<file path="config.mk">
export PLATFORM = sky130hd
export DESIGN_NAME = lcd_i2c_sequencer_flat
export DESIGN_NICKNAME = d
export VERILOG_FILES = /design/src/rtl/lcd_pkg.sv /design/src/rtl/lcd_i2c_sequencer_if.sv /design/src/rtl/lcd_nibble_tx.sv /design/src/rtl/lcd_i2c_sequencer.sv /design/src/flat_wrapper.sv
export SDC_FILE = /design/constraint.sdc
export NUM_CORES = 1
export LEC_CHECK = 0
export BUFFER_PORTS_ARGS = -buffer_cell sky130_fd_sc_hd__buf_2
export CAP_MARGIN = 5
export CORE_MARGIN = 3
export CORE_UTILIZATION = 50
export DETAILED_ROUTE_END_ITERATION = 7
export GPL_TIMING_DRIVEN = 0
export HOLD_SLACK_MARGIN = 0.12
export PLACE_DENSITY = 0.67
export SYNTH_ARGS = -nofsm -noshare
export SYNTH_HDL_FRONTEND = slang
export SYNTH_HIERARCHICAL = 1
export SYNTH_SLANG_ARGS = --single-unit
</file>
<file path="constraint.sdc">
create_clock -name clk -period 5.9 [get_ports clk]
set_input_delay 0.59 -clock clk [delete_from_list [all_inputs] [get_ports clk]]
set_output_delay 0.59 -clock clk [all_outputs]
set_load 0.01 [all_outputs]
</file>
<file path="src/rtl/lcd_pkg.sv">
// Shared constants for the HD44780-over-PCF8574 sequencer: expander bit map,
// command codes, the 4-bit-mode init table and the FSM state encodings.
package lcd_pkg;

   localparam int BIT_BL = 3;
   localparam int BIT_E  = 2;
   localparam int BIT_RW = 1;
   localparam int BIT_RS = 0;

   localparam logic [7:0] CMD_CLEAR = 8'h01;
   localparam logic [7:0] CMD_HOME  = 8'h02;

   localparam int INIT_LEN = 12;
   localparam logic [0:INIT_LEN-1][3:0]  INIT_NIB = {
      4'h3, 4'h3, 4'h3, 4'h2, 4'h2, 4'h8, 4'h0, 4'h1, 4'h0, 4'hC, 4'h0, 4'h6};
   localparam logic [0:INIT_LEN-1][31:0] INIT_US = {
      32'd4100, 32'd100, 32'd100, 32'd100, 32'd0, 32'd53,
      32'd0, 32'd3000, 32'd0, 32'd53, 32'd0, 32'd53};

   typedef enum logic [2:0] {T_PWR_WAIT, T_INIT, T_READY, T_SEND_HI, T_SEND_LO} top_state_t;
   typedef enum logic [2:0] {W_OFF, W_IDLE, W_REQ, W_ACK, W_GAP, W_POST} wr_state_t;

   // Clear and both home encodings (0x02/0x03) need the long execution delay.
   function automatic logic is_long_cmd(input logic rs, input logic [7:0] b);
      return !rs && ((b == CMD_CLEAR) || (b == CMD_HOME) || (b == (CMD_HOME | 8'h01)));
   endfunction

   function automatic logic [7:0] exp_byte(input logic [3:0] nib, input logic e, input logic rs);
      logic [7:0] b;
      b         = {nib, 4'b0000};
      b[BIT_BL] = 1'b1;
      b[BIT_E]  = e;
      b[BIT_RW] = 1'b0;
      b[BIT_RS] = rs;
      return b;
   endfunction

endpackage

</file>
<file path="src/rtl/lcd_i2c_sequencer_if.sv">
// Byte request stream plus the write side of the simple_i2c master.
// master = the sequencer, slave = requester and i2c master.
interface lcd_i2c_sequencer_if;
   logic       in_valid;
   logic       in_ready;
   logic       in_rs;
   logic [7:0] in_byte;
   logic       i2c_we;
   logic [7:0] i2c_addr;
   logic [7:0] i2c_data;
   logic       i2c_busy;

   modport master (
      input  in_valid, in_rs, in_byte, i2c_busy,
      output in_ready, i2c_we, i2c_addr, i2c_data
   );

   modport slave (
      output in_valid, in_rs, in_byte, i2c_busy,
      input  in_ready, i2c_we, i2c_addr, i2c_data
   );
endinterface

</file>
<file path="src/rtl/lcd_nibble_tx.sv">
// One nibble = E-high write, enable gap, E-low write, post-delay; start/done handshake.
// Stalls indefinitely while i2c_busy is high; delay counters freeze during busy.
module lcd_nibble_tx
   import lcd_pkg::*;
#(
   parameter int unsigned EN_CYC = 2
) (
   input  logic        clk,
   input  logic        rst,
   input  logic        i_start,
   input  logic [3:0]  i_nib,
   input  logic        i_rs,
   input  logic [31:0] i_post_cyc,
   input  logic        i_busy,
   output logic        o_idle,
   output logic        o_done,
   output logic        o_we,
   output logic [7:0]  o_data
);

   wr_state_t   r_state;
   wr_state_t   w_next;
   logic        r_hi;
   logic [3:0]  r_nib;
   logic        r_rs;
   logic [31:0] r_post_cyc;
   logic [31:0] r_cnt;
   logic [7:0]  r_data;
   logic        w_cnt_last;

   assign w_cnt_last = !i_busy && (r_cnt == 32'd1);

   always_ff @(posedge clk) begin
      if (rst) r_state <= W_OFF;
      else     r_state <= w_next;
   end

   always_comb begin
      w_next = r_state;
      case (r_state)
         W_OFF:  if (i_start) w_next = W_IDLE;
         W_IDLE: if (!i_busy) w_next = W_REQ;
         W_REQ:  if (i_busy)  w_next = W_ACK;
         W_ACK:
            if (!i_busy) begin
               if (r_hi) w_next = (EN_CYC == 0) ? W_IDLE : W_GAP;
               else      w_next = (r_post_cyc == 32'd0) ? W_OFF : W_POST;
            end
         W_GAP:  if (w_cnt_last) w_next = W_IDLE;
         W_POST: if (w_cnt_last) w_next = W_OFF;
         default: w_next = W_OFF;
      endcase
   end

   always_comb begin
      o_we   = (r_state == W_REQ);
      o_idle = (r_state == W_OFF);
      o_done = ((r_state == W_POST) && w_cnt_last) ||
               ((r_state == W_ACK) && !i_busy && !r_hi && (r_post_cyc == 32'd0));
      o_data = r_data;
   end

   // Expander byte is loaded only on entry to W_REQ, so it is frozen while we is high.
   always_ff @(posedge clk) begin
      if (rst) begin
         r_hi       <= 1'b0;
         r_nib      <= 4'h0;
         r_rs       <= 1'b0;
         r_post_cyc <= 32'd0;
         r_cnt      <= 32'd0;
         r_data     <= 8'h08;
      end else begin
         if ((r_state == W_OFF) && i_start) begin
            r_hi       <= 1'b1;
            r_nib      <= i_nib;
            r_rs       <= i_rs;
            r_post_cyc <= i_post_cyc;
         end
         if ((r_state == W_IDLE) && !i_busy)
            r_data <= exp_byte(r_nib, r_hi, r_rs);
         if ((r_state == W_ACK) && !i_busy) begin
            r_cnt <= r_hi ? EN_CYC : r_post_cyc;
            r_hi  <= 1'b0;
         end else if (((r_state == W_GAP) || (r_state == W_POST)) && !i_busy) begin
            r_cnt <= r_cnt - 32'd1;
         end
      end
   end

endmodule

</file>
<file path="src/rtl/lcd_i2c_sequencer.sv">
// HD44780 4-bit sequencer over a PCF8574 backpack: power-up wait, 12-step init, then byte stream.
// in_ready only in READY; every byte costs two nibbles plus the HD44780 execution delay.
module lcd_i2c_sequencer
   import lcd_pkg::*;
#(
   parameter int unsigned US_CYCLES  = 100,
   parameter logic [7:0]  EXP_ADDR   = 8'h27,
   parameter int unsigned POWERUP_US = 40000,
   parameter int unsigned EN_US      = 1,
   parameter int unsigned SHORT_US   = 53,
   parameter int unsigned LONG_US    = 3000
) (
   input  logic                  clk,
   input  logic                  rst,
   lcd_i2c_sequencer_if.master   bus,
   output logic                  init_done,
   output logic                  busy
);

   localparam logic [3:0] LAST_IDX = 4'(INIT_LEN - 1);

   top_state_t  r_state;
   top_state_t  w_next;
   logic [31:0] r_pwr_cnt;
   logic [3:0]  r_idx;
   logic        r_rs;
   logic [7:0]  r_byte;
   logic        r_init_done;

   logic        w_start;
   logic [3:0]  w_nib;
   logic        w_rs;
   logic [31:0] w_post_cyc;
   logic        w_idle;
   logic        w_done;
   logic        w_we;
   logic [7:0]  w_data;
   logic        w_in_ready;

   lcd_nibble_tx #(.EN_CYC(EN_US * US_CYCLES)) u_nibble_tx (
      .clk        (clk),
      .rst        (rst),
      .i_start    (w_start),
      .i_nib      (w_nib),
      .i_rs       (w_rs),
      .i_post_cyc (w_post_cyc),
      .i_busy     (bus.i2c_busy),
      .o_idle     (w_idle),
      .o_done     (w_done),
      .o_we       (w_we),
      .o_data     (w_data)
   );

   always_ff @(posedge clk) begin
      if (rst) r_state <= T_PWR_WAIT;
      else     r_state <= w_next;
   end

   always_comb begin
      w_next = r_state;
      case (r_state)
         T_PWR_WAIT: if (r_pwr_cnt == 32'd0)               w_next = T_INIT;
         T_INIT:     if (w_done && (r_idx == LAST_IDX))    w_next = T_READY;
         T_READY:    if (bus.in_valid)                     w_next = T_SEND_HI;
         T_SEND_HI:  if (w_done)                           w_next = T_SEND_LO;
         T_SEND_LO:  if (w_done)                           w_next = T_READY;
         default:                                          w_next = T_PWR_WAIT;
      endcase
   end

   // A nibble is launched whenever a sending state finds the engine idle.
   always_comb begin
      w_in_ready = (r_state == T_READY);
      w_start    = 1'b0;
      w_nib      = r_byte[7:4];
      w_rs       = r_rs;
      w_post_cyc = 32'd0;
      case (r_state)
         T_INIT: begin
            w_start    = w_idle;
            w_nib      = INIT_NIB[r_idx];
            w_rs       = 1'b0;
            w_post_cyc = INIT_US[r_idx] * US_CYCLES;
         end
         T_SEND_HI: w_start = w_idle;
         T_SEND_LO: begin
            w_start    = w_idle;
            w_nib      = r_byte[3:0];
            w_post_cyc = is_long_cmd(r_rs, r_byte) ? (LONG_US * US_CYCLES) : (SHORT_US * US_CYCLES);
         end
         default: ;
      endcase
   end

   always_ff @(posedge clk) begin
      if (rst) begin
         r_pwr_cnt   <= POWERUP_US * US_CYCLES;
         r_idx       <= 4'd0;
         r_rs        <= 1'b0;
         r_byte      <= 8'h00;
         r_init_done <= 1'b0;
      end else begin
         if ((r_state == T_PWR_WAIT) && (r_pwr_cnt != 32'd0))
            r_pwr_cnt <= r_pwr_cnt - 32'd1;
         if ((r_state == T_INIT) && w_done) begin
            r_idx <= r_idx + 4'd1;
            if (r_idx == LAST_IDX) r_init_done <= 1'b1;
         end
         if ((r_state == T_READY) && bus.in_valid) begin
            r_rs   <= bus.in_rs;
            r_byte <= bus.in_byte;
         end
      end
   end

   assign bus.in_ready = w_in_ready;
   assign bus.i2c_we   = w_we;
   assign bus.i2c_addr = EXP_ADDR;
   assign bus.i2c_data = w_data;
   assign init_done    = r_init_done;
   assign busy         = !w_in_ready;

endmodule
</file>
<file path="src/flat_wrapper.sv">
// flat-port wrapper written by rule: the top's interface ports become plain ports
module lcd_i2c_sequencer_flat import lcd_pkg::*;
#(
   parameter int unsigned US_CYCLES  = 100,
   parameter logic [7:0]  EXP_ADDR   = 8'h27,
   parameter int unsigned POWERUP_US = 40000,
   parameter int unsigned EN_US      = 1,
   parameter int unsigned SHORT_US   = 53,
   parameter int unsigned LONG_US    = 3000
)
  (clk, rst, init_done, busy, bus_in_valid, bus_in_rs, bus_in_byte, bus_i2c_busy, bus_in_ready, bus_i2c_we, bus_i2c_addr, bus_i2c_data);
  lcd_i2c_sequencer_if bus_i ();
  input  logic clk;
  input  logic rst;
  output logic init_done;
  output logic busy;
  input wire logic [$bits(bus_i.in_valid)-1:0] bus_in_valid;
  input wire logic [$bits(bus_i.in_rs)-1:0] bus_in_rs;
  input wire logic [$bits(bus_i.in_byte)-1:0] bus_in_byte;
  input wire logic [$bits(bus_i.i2c_busy)-1:0] bus_i2c_busy;
  output wire logic [$bits(bus_i.in_ready)-1:0] bus_in_ready;
  output wire logic [$bits(bus_i.i2c_we)-1:0] bus_i2c_we;
  output wire logic [$bits(bus_i.i2c_addr)-1:0] bus_i2c_addr;
  output wire logic [$bits(bus_i.i2c_data)-1:0] bus_i2c_data;
  assign bus_i.in_valid = bus_in_valid;
  assign bus_i.in_rs = bus_in_rs;
  assign bus_i.in_byte = bus_in_byte;
  assign bus_i.i2c_busy = bus_i2c_busy;
  assign bus_in_ready = bus_i.in_ready;
  assign bus_i2c_we = bus_i.i2c_we;
  assign bus_i2c_addr = bus_i.i2c_addr;
  assign bus_i2c_data = bus_i.i2c_data;
  lcd_i2c_sequencer #(.US_CYCLES(US_CYCLES), .EXP_ADDR(EXP_ADDR), .POWERUP_US(POWERUP_US), .EN_US(EN_US), .SHORT_US(SHORT_US), .LONG_US(LONG_US)) u_core (.clk(clk), .rst(rst), .bus(bus_i), .init_done(init_done), .busy(busy));
endmodule
</file>
==> summary.md <==
| Metric | Value |
|---|---|
| GR Util All Layers | `0.252` |
| Post-synth top flop | `dfxtp_1` |
| Worst r2r src | `u_core/r_idx[0]$_SDFFE_PP0P_` |
| H-tree Lvls | `4` |
| WL per Instance | `17.3 um` |
| Ys async rst share | `0` |
| CTS tree | `built` |
| HP Class | `in2reg` |
| Die Y-Extent | `128 um` |
| Setup Fix Bufs, Post-CTS | `0` |
| Final WL | `20,200 um` |
| Synth area leader | `dfxtp_1` |
| Clock Latency Late Sink | `0.42 ns` |
| Pins Over Slew Limit | `0` |
| Setup TNS | `0 ns` |
| Total CTS buffers | `17` |
| CP arrival | `4.99 ns` |
| Initial cell density of the core | `0.522` |
| Kind of critical path | `reg2reg` |
| Hold buffers post-CTS | `0` |
| P per Cell Area | `251 nW/um2` |
| Final setup viols | `0` |
| Die ar. | `16,300 um2` |
| Capturing point of the worst reg2reg path | `u_core/u_nibble_tx/r_post_cyc[15]$_SDFFE_PP0P_` |
| Worst vdd ir | `0.000220 V` |
| R2R depth | `15` |
| Min-delay src | `bus_in_byte[0]` |
| First-pass GRT wire length | `33,100 um` |
| Syn Area/Cell | `8.12 um2` |
| CP endpoint kind | `flop` |
| Antenna violations before repair | `0` |
| Clock transition at the registers of the reported paths | `0.06 ns` |
| Final Critical Period | `4.64 ns` |
| Slew @ Worst Pin | `1.23 ns` |
| Finished Cell Area | `8450 um2` |
| Max_cap viols | `0` |
| Element type at the critical path start | `flop` |
| Drt via density | `5.96` |
| Dpl ws | `1.34 ns` |
| Ant diodes | `0` |
| Yosys top cell area share | `0.346` |
| Vias in the first global route | `6,270` |
| Final clock skew | `0.00981 ns` |
| Buffer levels on the longest clock path | `2` |
| Fin crit share | `0.787` |
| Leakage | `3.34 nW` |
| Status | `finished clean` |
| Max Clk Rate | `0.215 GHz` |
| EDFF count, synth | `0` |
| Yosys cell types | `82` |
| Fin worst setup slack | `1.26 ns` |
| Final HPWL DP | `14,500 um` |
| Number of routed nets with antenna violations | `0` |
| Die X | `128 um` |
| Synth area leaders | `dfxtp_1, nand2_1, a21oi_1` |
| Top-Level Pins | `33` |
| Mapped Cells | `913` |
| Cell area after synthesis | `7410 um2` |
| Seq cells post-synth | `128` |
| Filler cells | `1,319` |
| Post-Place Cells | `1,135` |
| Routability Congestion | `0.898` |
| Post_cts resized | `0` |
| Layout cells sized above 1 | `0.110` |
| Drt drc | `0` |
| First-pass DRT Iterations | `5` |
| Post-route insts no fill | `1,167` |
| Final-stage net count | `1,026` |
| Site row count | `43` |
| Yosys synthesis warning count | `6` |
| Initial DRC count | `778` |
| Hold endpoint | `u_core/r_byte[0]$_SDFFE_PP0P_` |
| Slew headroom | `0.177` |
| CTS root buf | `clkbuf_16` |
| Port Buffers | `22` |
| Placed Area | `7830 um2` |
| Clock sink count | `128` |
| Layout area overhead | `13.9%` |
| Sequential cell area fraction in the yosys report | `0.346` |
| Core ar. | `14,200 um2` |
| Crit Path Max Fanout | `13` |
| Final hold vios | `0` |
| Worst EP required | `6.24 ns` |
| Reg-to-reg setup timing slack | `1.26 ns` |
| Final Util | `0.595` |
| Largest net degree at the start of global routing | `17` |
| Cells on Worst Hold Path | `3` |
| Grt total ovfl | `0` |
| RSZ-0062 raised after global routing | `no` |
| Detailed-route via count | `6,951` |
-- critical path, cell delays in order (launching register included) --
cell	delay (ns)
dfxtp_1	0.40
ha_1	0.23
ha_1	0.17
nor2b_1	0.91
ha_1	0.39
ha_1	0.21
fa_1	0.47
ha_1	0.29
clkbuf_1	0.29
nand3_1	0.12
o211ai_1	0.27
o221ai_1	0.24
xor2_1	0.20
o21ai_0	0.17
nand2_1	0.08
a21oi_1	0.12
-- power breakdown --
part           internal [W]  switching, W  total, W
Clock              0.000680      0.000445   0.00112
Sequential         0.000876     0.0000162  0.000893
Combinational     0.0000385     0.0000654  0.000104
Total               0.00159      0.000527   0.00212
-- layout by cell type, fill, tap and decap left out, types with 5 or more instances in the layout --
cell type / count
a22oi_1: 5
inv_1: 27
inv_6: 6
buf_2: 31
mux2_2: 6
buf_6: 5
dfxtp_1: 128
nand3b_1: 5
a21oi_1: 95
mux2i_1: 8
clkbuf_16: 17
xor2_1: 15
nand4_1: 13
a31oi_1: 9
nor4_1: 30
buf_4: 12
ha_1: 35
a21o_1: 7
nor2b_1: 14
xnor2_1: 10
nor3b_1: 8
conb_1: 24
a211oi_1: 11
o211ai_1: 9
or4_1: 14
nor3_1: 26
nand2_1: 145
o31a_1: 5
nand2b_1: 8
or3_1: 21
and3_1: 7
nand3_1: 20
clkbuf_1: 33
o21ai_0: 28
and2_1: 9
nor2_1: 48
-- Yosys cell counts, drive strengths merged, types with 10 or more instances --
cell      n
nor2     48
or3      22
ha       35
buf      28
nand3    20
or4      16
clkbuf   35
o211ai   10
nor4     32
xnor2    10
nand4    14
nor3     28
o21ai    30
xor2     15
dfxtp   128
nand2   145
nor2b    14
a21oi    95
a211oi   11
inv      27
-- state kept, by name, summed over array words and instances, names as in the netlist --
name,flops
u_core/r_state,3
u_core/u_nibble_tx/r_state,3
u_core/u_nibble_tx/r_rs,1
u_core/r_byte,8
u_core/r_rs,1
u_core/u_nibble_tx/r_post_cyc,32
u_core/r_pwr_cnt,32
u_core/u_nibble_tx/r_hi,1
u_core/u_nibble_tx/r_nib,4
u_core/u_nibble_tx/r_cnt,32
u_core/r_idx,4
u_core/u_nibble_tx/o_data,6
u_core/init_done,1
-- stage by stage --
step	power, W	hold slack, ns
6_report	0.00212	0.401
5_1_grt	0.00218	0.415
4_1_cts	0.00213	0.395
3_5_place_dp	0.00101	0.453
3_3_place_gp	0.00101	0.447
2_1_floorplan	0.000983	0.436
-- layer usage --
metal,GRT usage,routed length [um]
met3,0.0488,1500
met5,0,0
met4,0.0637,182
met1,0.383,10100
met2,0.364,8410
-- worst max-delay path by stage --
stage                                       from                                        endpoint  cells after the start
floorplan           u_core/r_idx[0]$_SDFFE_PP0P_  u_core/u_nibble_tx/r_post_cyc[15]$_SDFFE_PP0P_                     15
global placement    u_core/r_idx[0]$_SDFFE_PP0P_  u_core/u_nibble_tx/r_post_cyc[15]$_SDFFE_PP0P_                     15
detailed placement  u_core/r_idx[0]$_SDFFE_PP0P_  u_core/u_nibble_tx/r_post_cyc[15]$_SDFFE_PP0P_                     15
CTS                 u_core/r_idx[0]$_SDFFE_PP0P_  u_core/u_nibble_tx/r_post_cyc[15]$_SDFFE_PP0P_                     15
global route        u_core/r_idx[0]$_SDFFE_PP0P_  u_core/u_nibble_tx/r_post_cyc[15]$_SDFFE_PP0P_                     15
finish              u_core/r_idx[0]$_SDFFE_PP0P_  u_core/u_nibble_tx/r_post_cyc[15]$_SDFFE_PP0P_                     15
-- final cells by class --
| cell class | instances | area, um2 | area share |
|---|---|---|---|
| multi-input cells | 715 | 4480 | 0.530 |
| inverters | 27 | 101 | 0.0120 |
| clock buffers | 17 | 425 | 0.0504 |
| repair buffers | 22 | 110 | 0.0130 |
| clock inverters | 15 | 198 | 0.0234 |
| well taps | 180 | 225 | 0.0267 |
| flip-flops and latches | 128 | 2560 | 0.303 |
| plain buffers | 63 | 350 | 0.0415 |
-- cell families (layout without fill, tap and decap cells) --
kind of cell	Yosys count	after routing	share of synthesized area
compound gates	218	218	0.189
xor+xnor	25	25	0.0295
fa+ha+maj	39	39	0.0699
buf+inv	90	144	0.0609
flops	128	128	0.346
mux	14	14	0.0199
other cells	4	24	0.00202
simple gates	395	395	0.283
No activity file was read; power rests on OpenSTA's default activity.
